==> src/rtl/cmd_dispatch.sv <==
// Command sequencer: queues host command words and issues them one at a time,
// waiting for every enabled slave to ack (or a timeout) before the next issue.
module cmd_dispatch #(
   parameter int unsigned DEPTH   = 4,
   parameter int unsigned NS      = 3,
   parameter int unsigned TIMEOUT = 255,
   parameter int unsigned GAP     = 2
) (
   input  logic                   clk,
   input  logic                   rst,
   input  logic                   in_valid,
   input  logic [5:0]             in_addr,
   input  logic [31:0]            in_data,
   output logic                   in_ready,
   input  logic                   flush,
   input  logic [NS-1:0]          ack_en,
   input  logic [NS-1:0]          slv_ack,
   input  logic                   clr_status,
   output logic [5:0]             cmd_addr,
   output logic [31:0]            cmd_data,
   output logic                   cmd_rqst,
   output logic                   busy,
   output logic [$clog2(DEPTH):0] level,
   output logic                   overflow,
   output logic                   timeout_err,
   output logic [NS-1:0]          to_slaves
);

   localparam int unsigned AW = $clog2(DEPTH);
   localparam int unsigned PW = AW + 1;
   // wait counter only needs to hold 0..TIMEOUT-1
   localparam int unsigned WW = (TIMEOUT > 1) ? $clog2(TIMEOUT) : 1;
   localparam int unsigned GW = (GAP > 1) ? $clog2(GAP) : 1;

   typedef enum logic [1:0] {
      S_IDLE,
      S_WAIT,
      S_GAP
   } state_t;

   state_t        state;
   logic [5:0]    mem_addr [DEPTH];
   logic [31:0]   mem_data [DEPTH];
   logic [PW-1:0] wr_ptr;
   logic [PW-1:0] rd_ptr;
   logic [NS-1:0] pending;
   logic [NS-1:0] pend_left;
   logic [WW-1:0] wait_cnt;
   logic [GW-1:0] gap_cnt;
   logic          full;
   logic          empty;
   logic          push;
   logic          pop;
   logic          to_hit;

   assign level     = wr_ptr - rd_ptr;
   assign full      = (level == PW'(DEPTH));
   assign empty     = (level == '0);
   assign in_ready  = !full && !flush;
   assign push      = in_valid && in_ready;
   // a flush discards the head too, so nothing is issued on that edge
   assign pop       = (state == S_IDLE) && !empty && !flush;
   assign pend_left = pending & ~slv_ack;
   // final ack beats the timeout because pend_left is tested first
   assign to_hit    = (state == S_WAIT) && (pend_left != '0) && (wait_cnt == WW'(TIMEOUT - 1));
   assign busy      = (state != S_IDLE) || !empty;

   // FIFO storage; contents need no reset, the pointers define validity
   always_ff @(posedge clk) begin
      if (push) begin
         mem_addr[wr_ptr[AW-1:0]] <= in_addr;
         mem_data[wr_ptr[AW-1:0]] <= in_data;
      end
   end

   // FIFO pointers, one bit wider than the index to tell full from empty
   always_ff @(posedge clk) begin
      if (rst || flush) begin
         wr_ptr <= '0;
         rd_ptr <= '0;
      end else begin
         if (push) wr_ptr <= wr_ptr + PW'(1);
         if (pop)  rd_ptr <= rd_ptr + PW'(1);
      end
   end

   // sticky status bits; a set event wins over clr_status
   always_ff @(posedge clk) begin
      if (rst) begin
         overflow    <= 1'b0;
         timeout_err <= 1'b0;
         to_slaves   <= '0;
      end else begin
         if (in_valid && !in_ready) overflow <= 1'b1;
         else if (clr_status)       overflow <= 1'b0;
         if (to_hit) begin
            timeout_err <= 1'b1;
            to_slaves   <= pend_left;
         end else if (clr_status) begin
            timeout_err <= 1'b0;
            to_slaves   <= '0;
         end
      end
   end

   // issue / wait-for-acks / inter-command gap sequencer
   always_ff @(posedge clk) begin
      if (rst) begin
         state    <= S_IDLE;
         cmd_addr <= '0;
         cmd_data <= '0;
         cmd_rqst <= 1'b0;
         pending  <= '0;
         wait_cnt <= '0;
         gap_cnt  <= '0;
      end else begin
         cmd_rqst <= 1'b0;
         case (state)
            S_IDLE: begin
               if (pop) begin
                  cmd_addr <= mem_addr[rd_ptr[AW-1:0]];
                  cmd_data <= mem_data[rd_ptr[AW-1:0]];
                  cmd_rqst <= 1'b1;
                  pending  <= ack_en;
                  wait_cnt <= '0;
                  state    <= S_WAIT;
               end
            end
            S_WAIT: begin
               pending <= pend_left;
               if ((pend_left == '0) || to_hit) begin
                  gap_cnt <= '0;
                  state   <= (GAP == 0) ? S_IDLE : S_GAP;
               end else begin
                  wait_cnt <= wait_cnt + WW'(1);
               end
            end
            S_GAP: begin
               if (gap_cnt == GW'(GAP - 1)) state <= S_IDLE;
               else                         gap_cnt <= gap_cnt + GW'(1);
            end
            default: state <= S_IDLE;
         endcase
      end
   end

endmodule

==> config.mk <==
export PLATFORM = sky130hd
export DESIGN_NAME = cmd_dispatch
export DESIGN_NICKNAME = d
export VERILOG_FILES = /design/src/rtl/cmd_dispatch.sv
export SDC_FILE = /design/constraint.sdc
export NUM_CORES = 1
export LEC_CHECK = 0
export ABC_AREA = 1
export BUFFER_PORTS_ARGS = -buffer_cell sky130_fd_sc_hd__clkbuf_2
export CAP_MARGIN = 20
export CORE_ASPECT_RATIO = 0.9
export CORE_MARGIN = 5
export CORE_UTILIZATION = 45
export CTS_BUF_LIST = sky130_fd_sc_hd__clkbuf_8 sky130_fd_sc_hd__clkbuf_16
export CTS_CLUSTER_DIAMETER = 200
export DETAILED_ROUTE_END_ITERATION = 6
export SYNTH_ARGS = -nofsm -noshare
export SYNTH_HDL_FRONTEND = slang
export SYNTH_SLANG_ARGS = --single-unit
==> constraint.sdc <==
create_clock -name clk -period 4.1 [get_ports clk]
set_input_delay 0.615 -clock clk [delete_from_list [all_inputs] [get_ports clk]]
set_output_delay 0.615 -clock clk [all_outputs]
set_load 0.05 [all_outputs]
==> impl_metrics.tcl <==
set metrics [dict create \
    outcome "finished, final reports clean" \
    path_clk_slew_ps 60 \
    final_common_cell "edfxtp_1" \
    worst_pin_slew_ps 1050 \
    antenna_found_initial 0 \
    place.gp.congestion 0.808 \
    ir_drop_mv 0.291 \
    ioPinCount 98 \
    post_cts_resized 0 \
    antenna_left 0 \
    rsz0062_at_grt "false" \
    wl_met3_um 957 \
    fp.dieH_um 141 \
    rows 47 \
    cts_tree "built" \
    drt_wl_total_um 17800 \
    total_power_uw 4720 \
    path_cells "inv_1 -> ha_1 -> fa_1 -> nand2_1 -> inv_1 -> nand2_1 -> nand2_1 -> inv_1 -> clkbuf_2" \
    cp.arrival_ps 2430 \
    coreArea_mm2 0.0185 \
    synth_cells 710 \
    grt_pass1_wl_um 29000 \
    drt_iter0_drc 257 \
    drc 0 \
    h-tree-depth 1 \
    critPathLaunch "wr_ptr[0]" \
    end_kind "output port" \
    cp_data_required_time_ps 3480 \
    ys_ff_latch 216 \
    top_layer "met4" \
    worstHoldStart "in_addr[0]" \
    setup-tns-final_ps 0 \
    critPathBufInv 4 \
    die_w_um 155 \
    grt-ovfl-total 0 \
    placed_cells 1024 \
    critPathKind "reg -> out" \
    wl_met1_um 7950 \
    hp-class "in -> reg" \
    cts_setup_buffers 0 \
    drv_slew 0 \
    syn_nets 768 \
    critical_path.top_delay_family "adder cells" \
    cts_buffer_depth 3 \
    fin_skew_ps 14.7 \
    dpl_worst_slack_ps 1110 \
    reg2reg_from "wr_ptr[0]" \
    max_stage_delay_ps 450 \
    postLayoutSetupSlackWorst_ps 1060 \
    nets 862 \
    p_per_area_mw_per_mm2 474 \
    numClockSinks 216 \
    cts_root_buffer "clkbuf_16" \
    cts_buffers 23 \
    diodes 0 \
    p_leak_uw 0.00358 \
    final_cell_mix "152 x edfxtp_1, 128 x nand2_1, 97 x clkbuf_2" \
    setup_viol 0 \
    synth-edff-count 152 \
    relSlewSlack_pct 29.9 \
    cpMaxStageDelayCell "fa_1" \
    drtPass1Iterations 4 \
    yosys_most_used_dff "edfxtp_1" \
    start_util_pct 46.0 \
    hold_viol 0 \
    postCtsHoldBufs 0 \
    fmax_mhz 328 \
    clock_latency_ps 520 \
    grt_max_degree 80 \
    drive_gt1_share_pct 20.8 \
    postSynth.asyncResetShare_pct 0 \
    die_area_mm2 0.0218 \
    synth-seq-area-share_pct 68.5 \
    synth.distinct_cells 34 \
    via_per_inst 5.16 \
    ys_warn_count 0 \
    wl_met2_um 8460 \
    netlist_area_mm2 0.00853 \
    stdcell_count 1066 \
    fin_crit_ps 3040 \
    track_usage_pct 16.2 \
    avgSynthCellArea_um2 12.0 \
    num_vias 5505 \
    grt_pass1_vias 5659 \
    crit_fanout 4 \
    area_delta_synth_final_pct 16.8 \
    max_cap_violations 0 \
    fin_crit_sh_pct 74.2 \
    startpoint_type "register" \
    dp_hpwl_um 10700 \
    routedWlPerCell_um 16.7 \
    io_buffer_count 97 \
]
==> worst register-to-register path, cell delays in order, from the launching register on <==
cell     delay, ps
dfxtp_1        390
inv_1          120
ha_1           230
fa_1           450
nand2_1         80
inv_1           60
nand2_1        110
nand3_1        370
nor2_4         550
buf_4          320
==> path summary, 6_finish.rpt <==
path / depth (start not counted) / slack (ps) / endpoint
min reg2reg: 2 / 460 / cmd_data[21]
max reg2reg: 9 / 1100 / mem_data[2][15]
min: 1 / 320 / mem_addr[0][0]
max: 9 / 1060 / in_ready
==> sequential cells by signal, indices dropped and copies added, names as in the netlist <==
register     count
mem_addr        24
pending          3
timeout_err      1
wait_cnt         8
state            2
cmd_rqst         1
cmd_data        32
to_slaves        3
gap_cnt          1
rd_ptr           3
cmd_addr         6
overflow         1
wr_ptr           3
mem_data       128
==> Yosys cell counts (2+ instances only) <==
| library cell | number | area (um2) |
|---|---|---|
| buf_4 | 2 | 15.0 |
| inv_1 | 31 | 116 |
| buf_2 | 8 | 40.0 |
| nand3_1 | 15 | 75.1 |
| nor3b_1 | 2 | 15.0 |
| o22ai_1 | 38 | 238 |
| nand3_2 | 11 | 110 |
| a21oi_1 | 51 | 255 |
| nand4_1 | 3 | 18.8 |
| nand2_1 | 128 | 480 |
| dfxtp_1 | 64 | 1280 |
| buf_6 | 8 | 90.1 |
| a21oi_2 | 6 | 52.6 |
| edfxtp_1 | 152 | 4560 |
| nor2_1 | 66 | 248 |
| o21ai_0 | 42 | 210 |
| inv_2 | 3 | 11.3 |
| ha_1 | 8 | 100 |
| clkbuf_1 | 19 | 71.3 |
| mux2i_1 | 38 | 380 |
| xor2_1 | 2 | 17.5 |
==> report_power, final <==
part	leakage (uW)	switching, uW	internal, uW	total, uW
clock network	0.000398	814	1250	2060
logic	0.00128	193	72.9	266
registers	0.00190	17.2	2380	2390
total	0.00358	1020	3700	4720
==> layer usage <==
| layer | up-vias | track usage (%) |
|---|---|---|
| li1 | 2705 | - |
| met4 | 0 | 4.09 |
| met2 | 132 | 26.9 |
| met1 | 2637 | 22.0 |
| met5 | - | 0 |
| met3 | 31 | 3.06 |
==> cells by family (layout without fill, tap and decap cells) <==
logic type | count (synthesis) | count (layout) | share of synthesized area (%)
mux | 38 | 38 | 4.46
fa+ha+maj | 9 | 9 | 1.41
xor+xnor | 2 | 2 | 0.205
flops | 216 | 216 | 68.5
simple gates | 234 | 234 | 12.1
buf+inv | 72 | 183 | 4.27
compound gates | 139 | 139 | 9.04
==> layout make-up <==
cell class / instances / area [um2]
multi-input cells: 422 / 2350
clock inverters: 17 / 161
flip-flops and latches: 216 / 5850
clock buffers: 25 / 603
well taps: 245 / 307
inverters: 34 / 128
fillers: 1620 / 8560
repair buffers: 107 / 561
==> metrics by stage <==
stage | util (%) | hold WS [ps] | instance area, um2
after CTS | 53.8 | 302 | 9960
after floorplan | - | 436 | 8530
after global routing | 53.8 | 303 | 9960
final | 53.8 | 320 | 9960
after detailed placement | 49.6 | 456 | 9200
after global placement | 49.6 | 446 | 9200
Power figures use the tool's default switching activity.
